[src/rtl/vec_dispatch_queue_pkg.sv]
// Shared constants for the vector dispatch queue: default widths and fence FSM encodings.
package vec_dispatch_queue_pkg;

    localparam int INSTR_W_DEF = 32;
    localparam int XLEN_DEF    = 32;

    typedef enum logic [1:0] {
        F_IDLE  = 2'd0,
        F_DRAIN = 2'd1,
        F_DONE  = 2'd2
    } fence_state_e;

    // Drain is complete once nothing is buffered and the coprocessor has nothing in flight.
    function automatic logic fence_drained(input logic queue_empty, input logic copro_idle);
        return queue_empty & copro_idle;
    endfunction

endpackage

[src/rtl/vec_dispatch_queue_sync_fifo_core.sv]
// Circular-buffer storage with registered pointers, occupancy count and full/empty flags.
module sync_fifo_core
    import vec_dispatch_queue_pkg::*;
#(
    parameter int DEPTH = 4,
    parameter int W     = INSTR_W_DEF + XLEN_DEF
) (
    input  logic                     clk,
    input  logic                     nrst,
    input  logic                     push,
    input  logic                     pop,
    input  logic                     clear,
    input  logic [W-1:0]             wr_data,
    output logic [W-1:0]             rd_data,
    output logic [$clog2(DEPTH):0]   count,
    output logic                     full,
    output logic                     empty
);

    localparam int PW = $clog2(DEPTH);
    localparam int CW = PW + 1;

    logic [W-1:0]  mem_r [DEPTH];
    logic [PW-1:0] wr_ptr_r;
    logic [PW-1:0] rd_ptr_r;
    logic [CW-1:0] count_r;
    logic [CW-1:0] count_nxt_s;
    logic          full_r;
    logic          empty_r;
    logic          do_push_s;
    logic          do_pop_s;

    assign do_push_s = push & ~full_r;
    assign do_pop_s  = pop & ~empty_r;

    // Next occupancy from the qualified push/pop pair.
    always_comb begin
        count_nxt_s = count_r;
        case ({do_push_s, do_pop_s})
            2'b10:   count_nxt_s = count_r + CW'(1);
            2'b01:   count_nxt_s = count_r - CW'(1);
            default: count_nxt_s = count_r;
        endcase
    end

    // Storage, pointers and flags; clear wins over any same-cycle push or pop.
    always_ff @(posedge clk or negedge nrst) begin
        if (!nrst) begin
            for (int i = 0; i < DEPTH; i++) begin
                mem_r[i] <= {W{1'b0}};
            end
            wr_ptr_r <= {PW{1'b0}};
            rd_ptr_r <= {PW{1'b0}};
            count_r  <= {CW{1'b0}};
            full_r   <= 1'b0;
            empty_r  <= 1'b1;
        end else if (clear) begin
            wr_ptr_r <= {PW{1'b0}};
            rd_ptr_r <= {PW{1'b0}};
            count_r  <= {CW{1'b0}};
            full_r   <= 1'b0;
            empty_r  <= 1'b1;
        end else begin
            if (do_push_s) begin
                mem_r[wr_ptr_r] <= wr_data;
                wr_ptr_r        <= wr_ptr_r + PW'(1);
            end
            if (do_pop_s) begin
                rd_ptr_r <= rd_ptr_r + PW'(1);
            end
            count_r <= count_nxt_s;
            full_r  <= (count_nxt_s == CW'(DEPTH));
            empty_r <= (count_nxt_s == {CW{1'b0}});
        end
    end

    assign rd_data = empty_r ? {W{1'b0}} : mem_r[rd_ptr_r];
    assign count   = count_r;
    assign full    = full_r;
    assign empty   = empty_r;

endmodule

[src/rtl/vec_dispatch_queue.sv]
// Buffered core-to-coprocessor instruction route with flush and fence (drain-and-wait) support.
module vec_dispatch_queue
    import vec_dispatch_queue_pkg::*;
#(
    parameter int DEPTH   = 4,
    parameter int INSTR_W = INSTR_W_DEF,
    parameter int XLEN    = XLEN_DEF
) (
    input  logic                   clk,
    input  logic                   nrst,
    input  logic                   issue_valid,
    output logic                   issue_ready,
    input  logic [INSTR_W-1:0]     issue_instr,
    input  logic [XLEN-1:0]        issue_xdata,
    output logic                   disp_valid,
    input  logic                   disp_ready,
    output logic [INSTR_W-1:0]     disp_instr,
    output logic [XLEN-1:0]        disp_xdata,
    input  logic                   flush,
    input  logic                   fence_req,
    input  logic                   v_idle,
    output logic                   fence_done,
    output logic [$clog2(DEPTH):0] count,
    output logic                   full,
    output logic                   empty
);

    localparam int W = INSTR_W + XLEN;

    fence_state_e state_r;
    logic         fence_done_r;
    logic         push_s;
    logic         pop_s;
    logic [W-1:0] head_s;

    assign issue_ready = ~full & (state_r == F_IDLE) & ~flush;
    assign disp_valid  = ~empty;
    assign push_s      = issue_valid & issue_ready;
    assign pop_s       = disp_valid & disp_ready;

    sync_fifo_core #(
        .DEPTH (DEPTH),
        .W     (W)
    ) u_fifo (
        .clk     (clk),
        .nrst    (nrst),
        .push    (push_s),
        .pop     (pop_s),
        .clear   (flush),
        .wr_data ({issue_instr, issue_xdata}),
        .rd_data (head_s),
        .count   (count),
        .full    (full),
        .empty   (empty)
    );

    assign disp_instr = head_s[W-1:XLEN];
    assign disp_xdata = head_s[XLEN-1:0];

    // Fence FSM; flush deliberately leaves the fence state alone.
    always_ff @(posedge clk or negedge nrst) begin
        if (!nrst) begin
            state_r      <= F_IDLE;
            fence_done_r <= 1'b0;
        end else begin
            case (state_r)
                F_IDLE: begin
                    fence_done_r <= 1'b0;
                    if (fence_req) begin
                        state_r <= F_DRAIN;
                    end else begin
                        state_r <= F_IDLE;
                    end
                end
                F_DRAIN: begin
                    if (fence_drained(empty, v_idle)) begin
                        state_r      <= F_DONE;
                        fence_done_r <= 1'b1;
                    end else begin
                        state_r      <= F_DRAIN;
                        fence_done_r <= 1'b0;
                    end
                end
                F_DONE: begin
                    state_r      <= F_IDLE;
                    fence_done_r <= 1'b0;
                end
                default: begin
                    state_r      <= F_IDLE;
                    fence_done_r <= 1'b0;
                end
            endcase
        end
    end

    assign fence_done = fence_done_r;

endmodule

[config.mk]
export PLATFORM = sky130hd
export DESIGN_NAME = vec_dispatch_queue
export DESIGN_NICKNAME = d
export VERILOG_FILES = /design/src/rtl/vec_dispatch_queue_pkg.sv /design/src/rtl/vec_dispatch_queue_sync_fifo_core.sv /design/src/rtl/vec_dispatch_queue.sv
export SDC_FILE = /design/constraint.sdc
export NUM_CORES = 1
export LEC_CHECK = 0
export ABC_AREA = 1
export CAP_MARGIN = 20
export CORE_MARGIN = 2
export CORE_UTILIZATION = 40
export DETAILED_ROUTE_END_ITERATION = 12
export SKIP_CTS_REPAIR_TIMING = 1
export SLEW_MARGIN = 30
export SYNTH_ARGS = -nofsm -noshare
export SYNTH_HDL_FRONTEND = slang
export SYNTH_SLANG_ARGS = --single-unit
[constraint.sdc]
create_clock -name clk -period 2.1 [get_ports clk]
set_input_delay 0.42 -clock clk [delete_from_list [all_inputs] [get_ports clk]]
set_output_delay 0.42 -clock clk [all_outputs]
set_load 0.05 [all_outputs]
==> impl_metrics.json <==
{
  "setup_viol": 66,
  "path_max_fanout": 13,
  "synth.largest_area_cell": "dfrtp_1",
  "nets": 1682,
  "grt_max_degree": 69,
  "power_mw": 20.4,
  "grt_pass1_wl_um": 52500,
  "finalMaxSlewViolations": 0,
  "synth_nets": 1541,
  "antenna_cells": 0,
  "violations": "negative setup slack",
  "rsz0062_at_grt": "true",
  "grt_antenna_before_repair": 0,
  "clock_latency_ns": 0.56,
  "status": "complete, but fails checks",
  "critPathLaunchType": "flop",
  "end_kind": "output pin",
  "multiInputGateArea_um2": 5050,
  "wl_per_cell_um": 17.2,
  "netlist-cell-type-count": 22,
  "firstDrtPassIters": 7,
  "leakagePower_nw": 7.53,
  "chipWidth_um": 181,
  "fin_crit_sh_pct": 117,
  "syn_area_um2": 12500,
  "post-place-ws_ns": -0.200,
  "p_sw_mw": 7.37,
  "start_util_pct": 40.8,
  "avgSynthCellArea_um2": 8.54,
  "slew_headroom_pct": 66.3,
  "ys_seq_elements": 268,
  "cp.required_ns": 1.68,
  "placed_area_um2": 14400,
  "hpwl_um": 18800,
  "ant_nets": 0,
  "area_growth_pct": 30.8,
  "fin_skew_ns": 0.0161,
  "first_global_vias": 9999,
  "layout-drive-gt1-share_pct": 21.4,
  "hold_viol": 0,
  "htreeDepth": 1,
  "hold_path_class": "in2async",
  "cts-root-buf": "clkbuf_16",
  "fin_util_pct": 53.4,
  "fillers": 2836,
  "cts_tree": "done",
  "p_per_area_nw_per_um2": 1250,
  "combPwrFrac_pct": 35.4,
  "swShare_pct": 36.1,
  "syn_inst": 1464,
  "max_freq_mhz": 408,
  "core_area_um2": 30700,
  "placed_cells": 1938,
  "clock-sinks": 268,
  "row_count": 64,
  "period_minus_slack_ns": 2.45,
  "routed-via-count": 10300,
  "crit_type": "reg2out",
  "final_cells": 2024,
  "drtIter0Drc": 738,
  "track_usage_pct": 19.3,
  "die_h_um": 181,
  "io_pins": 143,
  "power_frac_clock_pct": 25.9,
  "wl_um": 34900,
  "seqPwrFrac_pct": 38.7,
  "numPortBuffers": 142,
  "fin_ws_ns": -0.353,
  "ys_seq_area_share_pct": 53.6,
  "final_cell_mix": "303 x o21ai_1, 272 x nand2_1, 265 x dfrtp_1",
  "grt-ovfl-total": 0,
  "rrSetupSlack_ns": -0.01,
  "drc": 0,
  "final_common_cell": "o21ai_1",
  "clk_pin_slew_ns": 0.06,
  "die-area_um2": 32700,
  "drv_cap": 0,
  "vdd_ir_drop_max_mv": 0.590,
  "worst_slew_pin_slew_ns": 0.505,
  "yosys-top-cells-area": "dfrtp_1 53%, o21ai_1 8.2%, nand2_1 8.2%",
  "vias_per_cell": 5.10,
  "crit_arrival_ns": 2.03,
  "place_congestion": 0.764,
  "intPower_mw": 13.0,
  "cts_buffers": 30,
  "design_area_um2": 16400,
  "ys.warnings.count": 0,
  "cts_buffer_depth": 3,
  "yosysTopAreaCellShare_pct": 53.4,
  "regArea_um2": 6720
}
## worst max-delay path, stage by stage (launching register included)
cell and delay, ns:
dfrtp_4 0.50, buf_12 0.18, clkinv_8 0.12, clkbuf_16 0.20
o21ai_0 0.11, a21oi_2 0.18, buf_6 0.18
## layout make-up
type	count	area share [%]
Sequential cell	268	41.0
Multi-Input combinational cell	1008	30.8
Timing Repair Buffer	213	16.7
Clock buffer	46	5.76
Tap cell	396	3.03
Inverter	83	2.09
Clock inverter	9	0.443
Timing Repair inverter	1	0.0994
## synthesized netlist by cell type
| master | count |
|---|---|
| nand4_1 | 1 |
| xnor2_1 | 1 |
| nor2_1 | 262 |
| inv_2 | 1 |
| nand4_2 | 4 |
| clkbuf_1 | 20 |
| fa_1 | 1 |
| nand3_1 | 5 |
| nand2_1 | 273 |
| buf_6 | 50 |
| a21oi_1 | 66 |
| o21ai_1 | 206 |
| o21ai_2 | 51 |
| o21ai_0 | 131 |
| buf_1 | 10 |
| nor2_4 | 2 |
| buf_4 | 8 |
| dfrtp_1 | 267 |
| buf_2 | 17 |
| dfstp_2 | 1 |
| inv_1 | 82 |
| ha_1 | 5 |
## power groups by stage
| stage | logic [mW] | clock network [mW] | registers, mW |
|---|---|---|---|
| floorplan | 4.64 | 0 | 7.73 |
| global placement | 6.18 | 0 | 7.80 |
| detailed placement | 6.30 | 0 | 7.84 |
| CTS | 6.32 | 5.39 | 7.78 |
| global route | 8.04 | 5.60 | 8.10 |
| finish | 7.21 | 5.28 | 7.89 |
## flip-flops by register name, indices dropped and copies added, names as in the netlist
signal / flops
fence_done: 1
state_r: 2
u_fifo.count: 3
u_fifo.empty: 1
u_fifo.full: 1
u_fifo.mem_r: 256
u_fifo.rd_ptr_r: 2
u_fifo.wr_ptr_r: 2
## final timing paths
| check | to | cells after the start | start |
|---|---|---|---|
| worst min-delay path | state_r[0] | 2 | nrst |
| worst max register to register | u_fifo.full | 10 | u_fifo.empty |
| worst max-delay path | disp_instr[9] | 6 | u_fifo.rd_ptr_r[0] |
| worst min register to register | u_fifo.mem_r[49] | 2 | u_fifo.mem_r[49] |
| max in group asynchronous | u_fifo.mem_r[128] | 3 | nrst |
| min in group clk | state_r[0] | 3 | fence_req |
## per-stage QoR
| step | setup TNS (ns) | hold slack [ns] |
|---|---|---|
| 2_1_floorplan | -0.619 | 0.124 |
| 4_1_cts | -22.77 | -0.188 |
| 3_3_place_gp | -0.403 | 0.399 |
| 3_5_place_dp | -0.656 | 0.390 |
| 6_report | -18.50 | 0.400 |
| 5_1_grt | -24.12 | 0.428 |
## logic make-up after synthesis
group | after synthesis | share of synthesized area, %
AND/OR/NAND/NOR | 547 | 16.9
AO/OA/AOI/OAI | 454 | 19.7
flip-flops | 268 | 53.6
buffers and inverters | 188 | 9.05
adder cells (fa/ha/maj) | 6 | 0.660
XOR/XNOR | 1 | 0.0700
## layer usage
metal	track usage (%)	vias to the layer above	part of all wire, %
met5	0	-	0
met4	3.52	0	1.4
met3	2.72	31	4.7
met2	32.2	244	47
met1	27.2	4981	47
li1	-	5061	-
No activity file was read; power rests on OpenSTA's default activity.
==> RTL edit 1 (config.mk and constraints unchanged) <==
The 3 states of `fence_state_e` get a one-hot encoding in 3 bits.
--- a/src/rtl/vec_dispatch_queue_pkg.sv
+++ b/src/rtl/vec_dispatch_queue_pkg.sv
@@ -4,10 +4,10 @@
     localparam int INSTR_W_DEF = 32;
     localparam int XLEN_DEF    = 32;
 
-    typedef enum logic [1:0] {
-        F_IDLE  = 2'd0,
-        F_DRAIN = 2'd1,
-        F_DONE  = 2'd2
+    typedef enum logic [2:0] {
+        F_IDLE  = 3'b001,
+        F_DRAIN = 3'b010,
+        F_DONE  = 3'b100
     } fence_state_e;
 
     // Drain is complete once nothing is buffered and the coprocessor has nothing in flight.
Function: no difference found for any inputs over 4 cycles, from zero or initial values and one cycle with nrst low; so few cycles prove little.
==> RTL edit 1 against the unedited design <==
  * The flow still finishes with violations (negative setup slack)
  * Sequential cell count is 1 higher
  * Sequential share of layout area is 2.1 points lower
  * Routed wire length is 30% higher
  * Design area is 5.7% higher
  * Synthesized area is 7.0% higher
  * Power is 8.9% higher
  * Setup slack worse by 0.063 ns
  * Count of clock-buffer cells in the layout is 6 higher
  * Sequential power is 4.3% higher
  * First-iteration DRC count is 66% higher
  * Critical endpoint is now disp_instr[6]
  * Largest cell class unchanged
  * Highest routed layer unchanged
==> RTL edit 1: results (changes against the unedited design) <==
* Status: finished with violations (unchanged)
* Failing checks: negative setup slack (unchanged)
* EDFF count, synth at 0 (unchanged)
* Diode count at 0 (unchanged)
* H-tree depth at 1 (unchanged)
* Post-synth net total at 1792 (was 1541)
* Clk root buf: clkbuf_16 (unchanged)
* WP data arrival at 2.10 ns (was 2.03 ns)
* Layout Nets at 1888 (was 1682)
* Largest net degree at the start of global routing at 157 (was 69)
* Max FO, Critical Path at 21 (was 13)
* Worst hold margin at 0.355 ns (was 0.400 ns)
* Post-synthesis cell type count at 25 (was 22)
* Commonest cells post-synth: 528 x nand2_1, 267 x dfrtp_1, 263 x nor2_1, 257 x nand4_1, 123 x o21ai_0 (was 273 x nand2_1, 267 x dfrtp_1, 262 x nor2_1, 206 x o21ai_1, 131 x o21ai_0)
* Top reg by flops: u_fifo.mem_r (unchanged)
* First-pass GRT wire length at 68.6 mm (was 52.5 mm)
* Dpl cells at 2199 (was 1938)
* FF-to-FF End: u_fifo.empty (was u_fifo.full)
* Setup ws final at -0.415 ns (was -0.353 ns)
* Final setup viols at 66 (unchanged)
* Peak VDD IR at 0.676 mV (was 0.590 mV)
* Register area share after synthesis at 50.3% (was 53.6%)
* Final clock skew at 0.00960 ns (was 0.0161 ns)
* WL final at 45.4 mm (was 34.9 mm)
* Clock-pin slew on the worst setup and hold paths at 0.06 ns (about the same)
* Setup TNS at -21.46 ns (was -18.50 ns)
* Power Clock at 5.30 mW (was 5.28 mW)
* DRT Pass-1 Iters at 6 (was 7)
* Hold Crit Depth at 5
* Largest register FFs at 256 (unchanged)
* Gpl congestion at 0.758 (was 0.764)
* Static Leakage at 8.41 nW (was 7.53 nW)
* TritonCTS Buffers at 31 (was 30)
* Post-Synth XOR/XNOR Area at 0.0654% (was 0.0700%)
* R2R Setup Slk at 0.10 ns (was -0.01 ns)
* Mapped Cells at 1715 (was 1464)
* Fill cells at 3181 (was 2836)
* Non-Filler Instances at 2276 (was 2024)
* Vias in the first global route at 12300 (was 9999)
* Worst slack at placement at -0.196 ns (was -0.200 ns)
* Sequential cell power at 8.23 mW (was 7.89 mW)
* Pwr dens at 1280 nW/um^2 (was 1250 nW/um^2)
* Adder-cell share of the synthesized area at 0.617% (was 0.660%)
* Worst-Skew Late Latency at 0.57 ns
* Area post-placement at 15600 sq um (was 14400 sq um)
* Vias at 12700 (was 10300)
* Worst min-delay path category: input pin to flop (was input pin to async pin)
* Top post-synthesis cells by area: dfrtp_1 50%, nand2_1 15%, nand4_1 12% (was dfrtp_1 53%, o21ai_1 8.2%, nand2_1 8.2%)
* Switching share of power at 39.9% (was 36.1%)
* Dpl hpwl at 22.6 mm (was 18.8 mm)
* Compound-Gate Fraction of Synth Area at 7.33% (was 19.7%)
* Slew @ Worst Pin at 0.736 ns (was 0.505 ns)
* Layout cells sized above 1 at 16.1% (was 21.4%)
* Design area at 17300 sq um (was 16400 sq um)
* Detailed Route Iter0 Violations at 1224 (was 738)
* Total GRT Usage at 24.1% (was 19.3%)
-- RTL edit 1: cell types whose count changed after synthesis, sizes merged --
cell | before | now
o21ai | 388 | 130
nand4 | 5 | 261
nand2 | 273 | 528
clkbuf | 20 | 92
inv | 83 | 19
buf | 85 | 66
nand3 | 5 | 10
nor2 | 264 | 266
and2 | 0 | 1
dfstp | 1 | 2
-- RTL edit 1: layout make-up --
cell class / instances / share of cell area (%)
inverter: 19 / 0.586
clock inverter: 4 / 0.282
sequential: 269 / 39.0
clock buffer: 52 / 5.40
tap: 442 / 3.20
multi-input combinational: 1269 / 35.6
timing repair buffer: 221 / 16.0
-- RTL edit 1: critical path: stages, from the launching register on --
cell,delay (ns)
dfrtp_4,0.50
buf_12,0.17
clkinv_16,0.10
buf_12,0.17
o21ai_0,0.13
a21oi_2,0.21
buf_4,0.23
-- RTL edit 1: cell families (layout without fill, tap and decap cells) --
logic type                 count (synthesis)  in the layout
and+or+nand+nor                         1066           1066
adders and majority gates                  6              6
xor gates and xnor gates                   1              1
AOI/OAI and AO/OA                        196            196
DFF                                      269            269
buffers and inverters                    177            296
-- RTL edit 1: per-layer routing --
metal | global-route usage [%] | vias to the layer above | wire length, um
li1 | - | 5974 | -
met1 | 32.9 | 6201 | 19900
met2 | 40.6 | 486 | 21700
met3 | 3.58 | 55 | 2980
met4 | 5.62 | 0 | 841
met5 | 0 | - | 0
-- RTL edit 1: worst max-delay path by stage --
stage | end | from | slack, ns
floorplan | u_fifo.full | u_fifo.empty | -0.20
global placement | u_fifo.full | flush | -0.18
detailed placement | u_fifo.full | flush | -0.20
CTS | disp_xdata[0] | u_fifo.rd_ptr_r[0] | -0.48
global route | disp_xdata[20] | u_fifo.rd_ptr_r[0] | -0.45
finish | disp_instr[6] | u_fifo.rd_ptr_r[0] | -0.42
==> RTL edit 2 (config.mk and constraints unchanged) <==
Without the edit above. Change the package constant `XLEN_DEF` from 32 to 16.
--- a/src/rtl/vec_dispatch_queue_pkg.sv
+++ b/src/rtl/vec_dispatch_queue_pkg.sv
@@ -2,7 +2,7 @@
 package vec_dispatch_queue_pkg;
 
     localparam int INSTR_W_DEF = 32;
-    localparam int XLEN_DEF    = 32;
+    localparam int XLEN_DEF    = 16;
 
     typedef enum logic [1:0] {
         F_IDLE  = 2'd0,
Interface: changed (resized disp_xdata and issue_xdata); port bits go from 143 to 111. No check against the original RTL was run, so the function may have changed too.
==> RTL edit 2 against the unedited design <==
  * Combinational power fell by 26%
  * Critical endpoint is now disp_instr[31]
  * Synthesized area fell by 26%
  * Design area fell by 25%
  * Power fell by 25%
  * Global-route usage rose by 0.31 points
  * The run still ends with negative setup slack left
  * Sequential cell count fell by 64
  * Setup slack improved by 0.049 ns
  * Routed wire length fell by 33%
==> RTL edit 2: results (changes against the unedited design) <==
* Max FO, Critical Path at 26 (was 13)
* Adder-cell share of the synthesized area at 0.890% (was 0.660%)
* CP peak stage delay at 0.46 ns (was 0.50 ns)
* WL/cell at 15.5 um (was 17.2 um)
* Signal inverters at 67 (was 84)
* Multi-input gates at 768 (was 1008)
* Comb pwr share at 35.3% (was 35.4%)
* R2R Setup Slk at 0.04 ns (was -0.01 ns)
* Pwr dens at 1240 nW/um^2 (was 1250 nW/um^2)
* Peak VDD IR at 0.638 mV (was 0.590 mV)
* Layout Nets at 1277 (was 1682)
* Top reg by flops: u_fifo.mem_r (unchanged)
* DR WL met3 at 939 um (was 1.62 mm)
* Final setup viols at 48 (was 66)
* Met2 usage at 33.0% (was 32.2%)
* Met2 WL post-DR at 11.1 mm (was 16.2 mm)
* Compound-Gate Fraction of Synth Area at 18.5% (was 19.7%)
* Switching share of power at 35.2% (was 36.1%)
* Routed met1 length at 11.1 mm (was 16.5 mm)
* Mapped Cells at 1116 (was 1464)
* NonClk Buf Share at 17.7% (was 16.7%)
* Power Clock at 3.90 mW (was 5.28 mW)
* FFs & Latches at 204 (was 268)
* Worst-Skew Late Latency at 0.50 ns (was 0.56 ns)
* Commonest cells post-synth: 209 x nand2_1, 203 x dfrtp_1, 198 x nor2_1, 161 x o21ai_1, 131 x o21ai_0 (was 273 x nand2_1, 267 x dfrtp_1, 262 x nor2_1, 206 x o21ai_1, 131 x o21ai_0)
* Sequential cell area share at 41.5% (was 41.0%)
* TritonCTS Buffers at 23 (was 30)
* Top post-synthesis cells by area: dfrtp_1 55%, o21ai_1 8.7%, nand2_1 8.5% (was dfrtp_1 53%, o21ai_1 8.2%, nand2_1 8.2%)
* Port-buffer cells at 110 (was 142)
* Setup ws final at -0.304 ns (was -0.353 ns)
* DRT Pass-1 Iters at 5 (was 7)
* Largest net degree at the start of global routing at 65 (was 69)
* Final clock skew at 0.0174 ns (was 0.0161 ns)
* Max transition margin at 65.5% (was 66.3%)
* Static Leakage at 5.63 nW (was 7.53 nW)
* Gpl congestion at 0.802 (was 0.764)
* Drt via density at 5.04 (was 5.10)
* Failing checks: negative setup slack (unchanged)
* Largest register FFs at 192 (was 256)
* Grt met3 use at 2.88% (was 2.72%)
* Total GRT Usage at 19.6% (was 19.3%)
* Vias in the first global route at 7717 (was 9999)
* Critical path's slowest cell: dfrtp_4 (unchanged)
* Non-Filler Instances at 1517 (was 2024)
* Post-synth net total at 1177 (was 1541)
* Clkbuf count at 34 (was 46)
* Fill cells at 2074 (was 2836)
* Met1 usage in global routing at 27.1% (was 27.2%)
* Layout cells sized above 1 at 15.6% (was 21.4%)
* Status: finished with violations (unchanged)
* Register area share after synthesis at 55.0% (was 53.6%)
* Clock network area share at 6.04% (was 6.20%)
RTL edit 2: changes by cell type after synthesis, moves of 17 or more:
cell     unedited run  this run
dfrtp_1           267       203
nand2_1           273       209
nor2_1            262       198
o21ai_2            51         0
o21ai_1           206       161
buf_6              50        20
inv_1              82        65
RTL edit 2: how the worst min path moves through the flow:
stage / depth (start not counted) / slack, ns / endpoint
6_report: 2 / 0.45 / u_fifo.mem_r[107]
5_1_grt: 2 / 0.47 / u_fifo.mem_r[15]
4_1_cts: 1 / -0.12 / u_fifo.mem_r[15]
3_5_place_dp: 1 / 0.41 / u_fifo.mem_r[107]
3_3_place_gp: 1 / 0.42 / u_fifo.mem_r[11]
2_1_floorplan: 0 / 0.12 / fence_done
RTL edit 2: through the flow:
stage	instance area, sq um	setup WS, ns	setup TNS, ns
finish	12300	-0.304	-11.01
global route	12300	-0.414	-15.66
CTS	12200	-0.452	-16.53
detailed placement	11400	-0.164	-0.513
global placement	11400	-0.133	-0.342
floorplan	9450	-0.321	-1.11
